### src/rtl/keccak_byte_packer_pkg.sv
// Shared definitions for the keccak byte-to-word feeder: FSM states, widths and slot payload.
package keccak_byte_packer_pkg;

    localparam int unsigned WORD_W     = 32;
    localparam int unsigned BYTE_W     = 8;
    localparam int unsigned BYTE_NUM_W = 2;

    typedef logic [1:0] state_t;

    localparam state_t ST_FILL  = 2'd0;
    localparam state_t ST_PAD0  = 2'd1;
    localparam state_t ST_LASTQ = 2'd2;
    localparam state_t ST_DONE  = 2'd3;

    typedef struct packed {
        logic [WORD_W-1:0]     data;
        logic                  is_last;
        logic [BYTE_NUM_W-1:0] byte_num;
    } slot_word_t;

    // Insert byte b at position pos of a big-endian word; byte 0 lands in [31:24].
    function automatic logic [WORD_W-1:0] place_byte(
        input logic [WORD_W-1:0]     acc,
        input logic [BYTE_NUM_W-1:0] pos,
        input logic [BYTE_W-1:0]     b
    );
        logic [WORD_W-1:0] res;
        case (pos)
            2'd0:    res = {b, 24'h0};
            2'd1:    res = {acc[31:24], b, 16'h0};
            2'd2:    res = {acc[31:16], b, 8'h0};
            default: res = {acc[31:8], b};
        endcase
        return res;
    endfunction

endpackage

### src/rtl/keccak_word_slot.sv
// One-entry output register; a load in the same cycle as a fire keeps the slot valid.
module keccak_word_slot
    import keccak_byte_packer_pkg::*;
(
    input  logic       clk,
    input  logic       reset,
    input  logic       load,
    input  logic       fire,
    input  slot_word_t load_word,
    output slot_word_t word,
    output logic       out_valid
);

    always_ff @(posedge clk) begin
        if (reset) begin
            word      <= '0;
            out_valid <= 1'b0;
        end else if (load) begin
            word      <= load_word;
            out_valid <= 1'b1;
        end else if (fire) begin
            out_valid <= 1'b0;
        end
    end

endmodule

### src/rtl/keccak_byte_packer.sv
// Packs a valid/ready/last byte stream into 32-bit words for the keccak core,
// adding the zero-length trailing word when the message is a multiple of 4 bytes.
module keccak_byte_packer
    import keccak_byte_packer_pkg::*;
#(
    parameter int unsigned WCNT_W = 16
) (
    input  logic                  clk,
    input  logic                  reset,
    input  logic                  s_valid,
    input  logic [BYTE_W-1:0]     s_data,
    input  logic                  s_last,
    output logic                  s_ready,
    input  logic                  buffer_full,
    output logic [WORD_W-1:0]     in,
    output logic                  in_ready,
    output logic                  is_last,
    output logic [BYTE_NUM_W-1:0] byte_num,
    output logic                  done,
    output logic [WCNT_W-1:0]     word_count
);

    state_t                state, state_next;
    logic [WORD_W-1:0]     asm_data, asm_data_next;
    logic [BYTE_NUM_W-1:0] asm_cnt, asm_cnt_next;
    logic                  out_valid;
    logic                  fire;
    logic                  slot_free;
    logic                  accept;
    logic                  load;
    slot_word_t            load_word;
    slot_word_t            slot_word;
    logic [WORD_W-1:0]     filled;

    assign fire      = out_valid & ~buffer_full;
    assign in_ready  = fire;
    assign slot_free = ~out_valid | fire;
    assign s_ready   = (state == ST_FILL) & slot_free;
    assign accept    = s_valid & s_ready;
    assign filled    = place_byte(asm_data, asm_cnt, s_data);

    assign in       = slot_word.data;
    assign is_last  = slot_word.is_last;
    assign byte_num = slot_word.byte_num;

    keccak_word_slot u_slot (
        .clk       (clk),
        .reset     (reset),
        .load      (load),
        .fire      (fire),
        .load_word (load_word),
        .word      (slot_word),
        .out_valid (out_valid)
    );

    always_ff @(posedge clk) begin
        if (reset) begin
            state    <= ST_FILL;
            asm_data <= '0;
            asm_cnt  <= '0;
        end else begin
            state    <= state_next;
            asm_data <= asm_data_next;
            asm_cnt  <= asm_cnt_next;
        end
    end

    // Next state, assembler update and slot load request.
    always_comb begin
        state_next    = state;
        asm_data_next = asm_data;
        asm_cnt_next  = asm_cnt;
        load          = 1'b0;
        load_word     = '0;
        case (state)
            ST_FILL: begin
                if (accept) begin
                    if (s_last || asm_cnt == 2'd3) begin
                        load           = 1'b1;
                        load_word.data = filled;
                        asm_data_next  = '0;
                        asm_cnt_next   = '0;
                        if (s_last) begin
                            if (asm_cnt == 2'd3) begin
                                state_next = ST_PAD0;
                            end else begin
                                load_word.is_last  = 1'b1;
                                load_word.byte_num = asm_cnt + 2'd1;
                                state_next         = ST_LASTQ;
                            end
                        end
                    end else begin
                        asm_data_next = filled;
                        asm_cnt_next  = asm_cnt + 2'd1;
                    end
                end
            end
            ST_PAD0: begin
                if (slot_free) begin
                    load              = 1'b1;
                    load_word.is_last = 1'b1;
                    state_next        = ST_LASTQ;
                end
            end
            ST_LASTQ: begin
                if (fire) begin
                    state_next = ST_DONE;
                end
            end
            default: ;
        endcase
    end

    always_ff @(posedge clk) begin
        if (reset) begin
            done       <= 1'b0;
            word_count <= '0;
        end else begin
            if (state == ST_LASTQ && fire) begin
                done <= 1'b1;
            end
            if (fire && word_count != '1) begin
                word_count <= word_count + WCNT_W'(1);
            end
        end
    end

endmodule
### config.mk
export PLATFORM = sky130hd
export DESIGN_NAME = keccak_byte_packer
export DESIGN_NICKNAME = d
export VERILOG_FILES = /design/src/rtl/keccak_byte_packer_pkg.sv /design/src/rtl/keccak_word_slot.sv /design/src/rtl/keccak_byte_packer.sv
export SDC_FILE = /design/constraint.sdc
export NUM_CORES = 1
export LEC_CHECK = 0
export BUFFER_PORTS_ARGS = -buffer_cell sky130_fd_sc_hd__buf_4
export CELL_PAD_IN_SITES_DETAIL_PLACEMENT = 0
export CELL_PAD_IN_SITES_GLOBAL_PLACEMENT = 2
export CORE_MARGIN = 3
export CORE_UTILIZATION = 25
export CTS_CLUSTER_DIAMETER = 40
export DETAILED_ROUTE_END_ITERATION = 6
export MAX_ROUTING_LAYER = met4
export PLACE_DENSITY = 0.64
export SLEW_MARGIN = 0
export SYNTH_ARGS = -nofsm -noshare
export SYNTH_HDL_FRONTEND = slang
export SYNTH_SLANG_ARGS = --single-unit
### constraint.sdc
create_clock -name clk -period 2.2 [get_ports clk]
set_clock_uncertainty 0.15 [all_clocks]
set_input_delay 0 -clock clk [delete_from_list [all_inputs] [get_ports clk]]
set_output_delay 0 -clock clk [all_outputs]
set_load 0.005 [all_outputs]
# Word-level counts from Yosys, hierarchy flattened
# Cells that the tools add are included.
[word_totals]
reg_bits = 89
word_cells = 60
[op_classes]
eq_ne = 11
reduce_logical = 9
addsub = 2
bitwise = 6
muxes = 23
[ops]
columns = ["cell", "n"]
rows = [
  ["case mux 32 bit (3 select lines)", 1],
  ["two-way mux 35 bit", 2],
  ["two-way mux 32 bit", 2],
  ["adder 16 x 1 -> 16 bit, second input constant", 1],
  ["two-way mux 2 bit", 8],
  ["inequality test 16 bit, second input constant", 1],
  ["inequality test 2 bit, second input constant", 4],
  ["== test 2 bit, second input constant", 3],
  ["two-way mux 3 bit", 2],
  ["case mux 2 bit (3 select lines)", 1],
  ["AND reduction 6 bit", 1],
  ["two-way mux 1 bit", 5],
  ["== test 2 x 1 -> 1 bit, second input constant", 2],
  ["zero test 2 bit", 2],
  ["case mux 1 bit (2 select lines)", 2],
  ["bitwise AND 1 bit", 3],
  ["nonzero test 3 bit", 1],
  ["adder 2 x 1 -> 2 bit, second input constant", 1],
  ["logical AND 1 bit", 2],
  ["inequality test 2 x 1 -> 1 bit, second input constant", 1],
  ["inverter 1 bit", 2],
  ["AND reduction 2 bit", 1],
  ["nonzero test 2 bit", 1],
  ["logical OR 1 bit", 1],
  ["OR 1 bit", 1],
]

# Longest topological paths before layout
# Gate-level depths: netlist of run 1.
[logic_depth]
ltp_word = 8
depth_mapped = 8

# Modules after synthesis
# Synthesis of run 1 repeated with hierarchy kept, for this count alone.
[hier_totals]
hier_cells = 427
area_unflattened_um2 = 3738.6
[by_module_without_submodules]
columns = ["module", "n_inst", "area_each_um2", "cells_each"]
rows = [
  ["keccak_byte_packer", 1, 2432.3, 310],
  ["keccak_word_slot", 1, 1306.3, 117],
]

# Worst setup path after synthesis of run 1
# No wires, ideal clock.
[synth_path]
path_kind = "register to register"
startpoint = "register asm_cnt[0]"
endpoint = "register u_slot.word[26] (netlist name)"
setup_time_ps = 65
stages_incl_launch_ff = 7
t_arrival_ps = 1666
required_time_ps = 1985
synth_period_minus_slack_ps = 1882
path_slack_ps = 318
path_cell_list = "dfxtp_1 -> ha_1 -> or2_2 -> nand3_2 -> buf_2 -> mux2_2 -> nor2_1"
[synth_between]
elab_chain_len = 5
word_cells_on_any_way = 12
[synth_lines]
columns = ["element", "line_no", "text"]
rows = [
  ["from (decl)", "keccak_byte_packer.sv:25", "logic [BYTE_NUM_W-1:0] asm_cnt, asm_cnt_next;"],
  ["from (signal assigned)", "keccak_byte_packer.sv:64", "asm_cnt <= asm_cnt_next;"],
  ["== test 2 bit (tied with other cells)", "keccak_byte_packer_pkg.sv:28", "case (pos)"],
  ["case mux 32 bit (3 select lines) / logical OR 1 bit (equally long branches)", "keccak_byte_packer_pkg.sv:28, keccak_byte_packer.sv:78", ""],
  ["two-way mux 35 bit / two-way mux 1 bit (equally long branches)", "keccak_byte_packer.sv:78", "if (s_last || asm_cnt == 2'd3) begin"],
  ["two-way mux 35 bit / two-way mux 1 bit (equally long branches)", "keccak_byte_packer.sv:77", "if (accept) begin"],
  ["two-way mux 32 bit / case mux 1 bit (2 select lines) (equally long branches)", "keccak_byte_packer.sv:75", "case (state)"],
  ["to (signal assigned)", "keccak_word_slot.sv:19", "word <= load_word;"],
  ["to (decl)", "keccak_word_slot.sv:10", "output slot_word_t word,"],
]
# Parallel ways exist; a longest one is shown, timed or not.
# A chain may end at the register's enable or synchronous reset.

# Final worst setup path of run 1
[layout_path]
startpoint = "register asm_cnt[0]"
endpoint = "register u_slot.word[13] (netlist name)"
# Same word-level chain as after synthesis.

==> results of run 1 <==
[cells in the final DEF, fill, tap and decap left out, types with 10 or more instances in the layout]
cell           count
mux2_2            15
buf_4             84
o21ai_0           12
dlygate4sd3_1     11
nand3_1           17
a32oi_1           10
or3_1             10
nand2b_1          17
a21oi_1           45
nand2_1           54
nor2_1            41
dfxtp_1           81
a22oi_1           23
[flip-flops by register name, indices dropped and copies added, names as in the netlist]
register	cells
asm_cnt	2
asm_data	24
done	1
state	2
u_slot.out_valid	1
u_slot.word	35
word_count	16
[through the flow]
stage               power (W)  instances
floorplan             0.00223        430
global placement      0.00263        666
detailed placement    0.00262        666
CTS                   0.00408        693
global route          0.00425        693
finish                0.00401        693
[path summary, 6_finish.rpt]
kind                                   to  slack (ps)  cells after the start
min reg2reg     asm_data[14]$_SDFFE_PP0P_         300                      2
max          u_slot.word[13]$_SDFFE_PP0P_         170                      7
max reg2reg  u_slot.word[13]$_SDFFE_PP0P_         170                      7
min                 state[1]$_SDFFE_PP0P_          70                      4
[power by group through the flow]
| stage | registers (W) | logic, W | clock network (W) |
|---|---|---|---|
| final | 0.00160 | 0.000987 | 0.00142 |
| after global placement | 0.00164 | 0.000990 | 0 |
| after detailed placement | 0.00164 | 0.000987 | 0 |
| after CTS | 0.00160 | 0.00101 | 0.00147 |
| after floorplan | 0.00163 | 0.000607 | 0 |
| after global routing | 0.00161 | 0.00111 | 0.00153 |
[cell type report]
class / instances / area share (%)
clock inverters: 3 / 0.308
repair buffers: 97 / 16.0
well taps: 180 / 4.63
clock buffers: 13 / 5.35
multi-input cells: 312 / 39.8
flip-flops and latches: 81 / 33.3
inverters: 7 / 0.540
[cell families after synthesis]
logic type      Yosys count  synth area share, %
compound gates          111                 19.8
fa+ha+maj                 9                 3.02
buf+inv                  37                 4.37
flops                    81                 43.5
mux                      17                 5.34
simple gates            175                 23.9
[worst max-delay path: cells and delay by family (launching register included)]
family                   cells  cell delay (ps)
adder cells (fa/ha/maj)      1              220
buffers and inverters        2              340
flip-flops                   1              340
multiplexers                 1              340
AND/OR/NAND/NOR              3              560
[routing by layer]
layer,GRT usage (%),up-vias
li1,-,1698
met2,20.8,66
met3,3.67,11
met5,-,-
met1,18.8,1593
met4,4.68,0
==> run_results.csv, run 1 <==
group,metric,value,unit
floorplan,ios,67,
sta,fin_setup_tns,0,ps
setup_path,cp_max_fo,8,
pwr,p_switching,0.00125,W
final_layout,area_growth,30.7,%
routing,drcViolationCount,0,
setup_path,cp-start-kind,"register",
routing,routed_wl,10900,um
placed_design,dp_hpwl,7650,um
synthesis,ys_seq_area_share,43.5,%
cts,clk_latency,350,ps
cts,post_cts_buffers,0,
setup_path,required,2330,ps
routing,vias,3368,
cts,postCtsHoldBufs,11,
final_layout,multi_input_area,1940,um2
setup_path,crit_path_frequent_cell,"buf_4",
pwr,p_comb_share,24.6,%
routing,post_drt_wl_per_cell,15.7,um
synthesis,ys_top_cells_by_count,"dfxtp_1, nand2_1, a21oi_1, nor2_1, a22oi_1",
floorplan,die_area,16400,um2
final_layout,final_core_util,34.3,%
synthesis,async_reset_ff_share,0,%
sta,worst_slew_pin_slew,504,ps
pwr,power_density,824,nW/um2
cts,cts_made_buffers,9,
global_route,antenna_found_initial,0,
final_layout,ff_latch_area,1620,um2
pwr,p_clk_share,35.4,%
pwr,leakage,1.84,nW
synthesis,synth_nets,452,
sta,fin_crit,2030,ps
synthesis,syn_area,3720,um2
pwr,p_seq_share,40.0,%
synthesis,avgSynthCellArea,8.66,um2
sta,min_period_over_period,92.3,%
routing,detail_route.iter0.violations,165,
setup_path,crit_start,"asm_cnt[0]$_SDFFE_PP0P_",
global_route,grt_max_degree,34,
final_layout,stdcell_area,4870,um2
pwr,ir_drop,0.411,mV
final_layout,antenna_cells,0,
routing,highest_layer,"met4",
sta,maxSlewViolCount,0,
floorplan,row_count,43,
placed_design,io_buffer_count,66,
sta,fmax,493,MHz
setup_path,cpMaxStageDelayCell,"dfxtp_1",
setup_path,max_stage_delay,340,ps
floorplan,initial_core_util,26.2,%
cts,cts_resized,0,
setup_path,r2r-start,"asm_cnt[0]$_SDFFE_PP0P_",
routing,ant_nets,0,
floorplan,die_w,128,um
cts,cts_tree,"yes",
flow_run,drv_cap,0,
global_route,grt_overflow,0,
setup_path,cp.arrival,2160,ps
final_layout,drive_gt1_share,25.0,%
synthesis,ys_types,48,
pwr,internal_power,0.00276,W
routing,viasPerCell,4.86,
sta,finalHoldViolCount,0,
final_layout,nets,530,
setup_path,crit_type,"register to register",
floorplan,die_h,128,um
sta,hold_ws,66.6,ps
synthesis,yosys_warnings,0,
sta,finalSetupViolations,0,
global_route,grt_pass1_vias,3197,
floorplan,fp.coreArea,14200,um2
global_route,grt_use_total,14.1,%
synthesis,synthCells,430,
routing,first_pass_iters,4,
sta,maxSlewHeadroom,66.1,%
cts,clock-sinks,81,
synthesis,synth_edf_count,0,
cts,clockBufferDepth,2,
cts,cts.clk_slew.worst_paths,70,ps
routing,wl_met1,5380,um
sta,fin_ws,170,ps
final_layout,fillers,1511,
setup_path,crit_chain,"ha_1 -> buf_4 -> or2_2 -> nand3_2 -> buf_4 -> mux2_2 -> nor2_1",
synthesis,synthFlopType,"dfxtp_1",
placed_design,pre_cts_ws,182,ps
placed_design,dpl_cell_area,4480,um2
hold_path,min_from,"s_valid",
cts,htree_levels,3,
cts,root_buffer,"clkbuf_16",
global_route,grt_pass1_wl,17600,um
synthesis,yosysMostFrequentCell,"dfxtp_1",
pwr,sw_frac_of_total,31.1,%
routing,met2WireLength,4810,um
status,status,"complete, no violations",
placed_design,gp_congestion,0.762,
synthesis,synth_area_leader_cell,"dfxtp_1",
setup_path,worstSetupEndpointType,"register",
sta,rsz0062_at_grt,"no",
hold_path,min_path_type,"primary input to register",
synthesis,synth-seq-cells,81,
routing,wl_met3,510,um
synthesis,yosys-top-cells-area,"dfxtp_1, a21oi_1, nand2_1, a22oi_1, mux2_2",
synthesis,yosysTopAreaCellShare,43.5,%
Power figures use the tool's default switching activity.
==> inputs of run 2 (changes only) <==
--- a/config.mk
+++ b/config.mk
@@ -10,6 +10,7 @@
 export CELL_PAD_IN_SITES_GLOBAL_PLACEMENT = 2
 export CORE_MARGIN = 3
 export CORE_UTILIZATION = 25
+export CTS_BUF_LIST = sky130_fd_sc_hd__clkbuf_4 sky130_fd_sc_hd__clkbuf_8
 export CTS_CLUSTER_DIAMETER = 40
 export DETAILED_ROUTE_END_ITERATION = 6
 export MAX_ROUTING_LAYER = met4
==> run 2 against run 1 <==
  * Sequential cell count did not move
  * Count of clock-buffer cells in the layout unchanged
  * Cell area shrank 1.9%
  * Maximum frequency decreased by 0.48%
  * First-iteration DRC count rose by 21%
  * Global-route usage about the same
  * Critical path type unchanged
  * Largest power group unchanged
  * Highest routed layer unchanged
==> run_results.csv, run 2 (same netlist as run 1, synthesis figures left out) <==
group,metric,value,unit
status,status,"complete, no violations",
routing,first_pass_iters,7,
sta,finalSetupViolations,0,
final_layout,stdcell_area,4770,um2
final_layout,fillers,1521,
cts,clk_latency,370,ps
final_layout,antenna_cells,0,
sta,maxSlewViolCount,0,
final_layout,top_register,"u_slot.word",
sta,min_period_over_period,92.7,%
final_layout,mostFrequentLayoutCell,"buf_4",
routing,vias,3380,
cts,root_buffer,"clkbuf_8",
setup_path,r2r_slack,160,ps
floorplan,die_area,16400,um2
floorplan,die_w,128,um
routing,viasPerCell,4.88,
final_layout,largest_reg_flops,35,
sta,fmax,490,MHz
pwr,power_density,759,nW/um2
setup_path,r2r-start,"asm_cnt[0]$_SDFFE_PP0P_",
sta,fin_crit,2040,ps
pwr,leakage,1.81,nW
cts,cts_tree,"yes",
setup_path,required,2360,ps
sta,maxSlewHeadroom,66.5,%
final_layout,final_cell_mix,"buf_4, dfxtp_1, nand2_1, a21oi_1, nor2_1",
global_route,grt_overflow,0,
placed_design,gp_congestion,0.762,
global_route,grt_pass1_vias,3189,
cts,postCtsHoldBufs,11,
global_route,grt_max_degree,34,
cts,htree_levels,3,
setup_path,cp-start-kind,"register",
sta,fin_ws,160,ps
final_layout,drive_gt1_share,25.3,%
routing,routed_wl,10800,um
routing,detail_route.iter0.violations,200,
hold_path,min_path_type,"primary input to register",
placed_design,dp_hpwl,7650,um
cts,cts.clk_slew.worst_paths,90,ps
routing,ant_nets,0,
floorplan,row_count,43,
cts,clock-sinks,81,
final_layout,top_regs,"u_slot.word (35), asm_data (24), word_count (16)",
global_route,grt_pass1_wl,17600,um
setup_path,crit_type,"register to register",
routing,drcViolationCount,0,
sta,finalHoldViolCount,0,
hold_path,min_from,"s_valid",
floorplan,die_h,128,um
cts,post_cts_buffers,0,
routing,post_drt_wl_per_cell,15.6,um
floorplan,fp.coreArea,14200,um2
setup_path,r2r-end,"u_slot.word[13]$_SDFFE_PP0P_",
hold_path,worstHoldEndpoint,"state[1]$_SDFFE_PP0P_",
floorplan,ios,67,
final_layout,nets,530,
setup_path,cp_max_fo,8,
placed_design,dpl_cell_area,4480,um2
flow_run,drv_cap,0,
sta,fin_setup_tns,0,ps
cts,cts_made_buffers,9,
hold_path,min_path_cells,4,
floorplan,initial_core_util,26.2,%
final_layout,area_growth,28.2,%
global_route,antenna_found_initial,0,
setup_path,rr_worst_depth,7,
cts,clockBufferDepth,2,
pwr,ir_drop,0.346,mV
placed_design,io_buffer_count,66,
global_route,grt_use_total,14.1,%
setup_path,cp.arrival,2200,ps
cts,cts_resized,0,
sta,rsz0062_at_grt,"no",
sta,worst_slew_pin_slew,498,ps
setup_path,worstSetupEndpointType,"register",
placed_design,pre_cts_ws,182,ps
-- run 2: cell type report --
class | instances | area (um2) | area share (%)
clock buffer | 13 | 166 | 3.49
clock inverter | 3 | 15.0 | 0.314
inverter | 7 | 26.3 | 0.550
multi-input combinational | 312 | 1940 | 40.6
sequential | 81 | 1620 | 34.0
tap | 180 | 225 | 4.72
timing repair buffer | 97 | 781 | 16.4
-- run 2: critical path, cell delays in order, from the launching register on --
cell and delay, ps:
dfxtp_1 350, ha_1 210, buf_4 160, or2_2 340
nand3_2 140, buf_4 180, mux2_2 340, nor2_1 80
-- run 2: worst max path at each step --
stage,slack (ps),end,from
floorplan,320,u_slot.word[26]$_SDFFE_PP0P_,asm_cnt[0]$_SDFFE_PP0P_
global placement,220,asm_data[29]$_SDFFE_PP0P_,asm_cnt[0]$_SDFFE_PP0P_
detailed placement,180,u_slot.word[15]$_SDFFE_PP0P_,asm_cnt[0]$_SDFFE_PP0P_
CTS,140,u_slot.word[13]$_SDFFE_PP0P_,asm_cnt[0]$_SDFFE_PP0P_
global route,30,u_slot.word[15]$_SDFFE_PP0P_,asm_cnt[0]$_SDFFE_PP0P_
finish,160,u_slot.word[13]$_SDFFE_PP0P_,asm_cnt[0]$_SDFFE_PP0P_
-- run 2: power breakdown --
group | internal (W) | switching (W) | total (W)
clock | 0.000492 | 0.000546 | 0.00104
sequential | 0.00155 | 0.0000553 | 0.00160
combinational | 0.000395 | 0.000592 | 0.000987
total | 0.00243 | 0.00119 | 0.00363
-- run 2: routing by layer --
layer	wire, um	up-vias	global-route usage, %	part of all wire [%]
met4	113	0	3.75	1.0
li1	-	1696	-	-
met5	0	-	-	0
met2	4790	73	20.8	44
met1	5380	1603	18.8	50
met3	522	8	4.17	4.8
-- run 2: per-stage QoR --
stage                     utilization (%)  hold slack (ps)  cells  power [W]
after global placement               31.6              172    666    0.00263
final                                33.6             39.5    693    0.00363
after floorplan                         -             16.6    430    0.00223
after global routing                 33.6             67.4    693    0.00388
after CTS                            33.6             3.00    693    0.00370
after detailed placement             31.6              171    666    0.00262
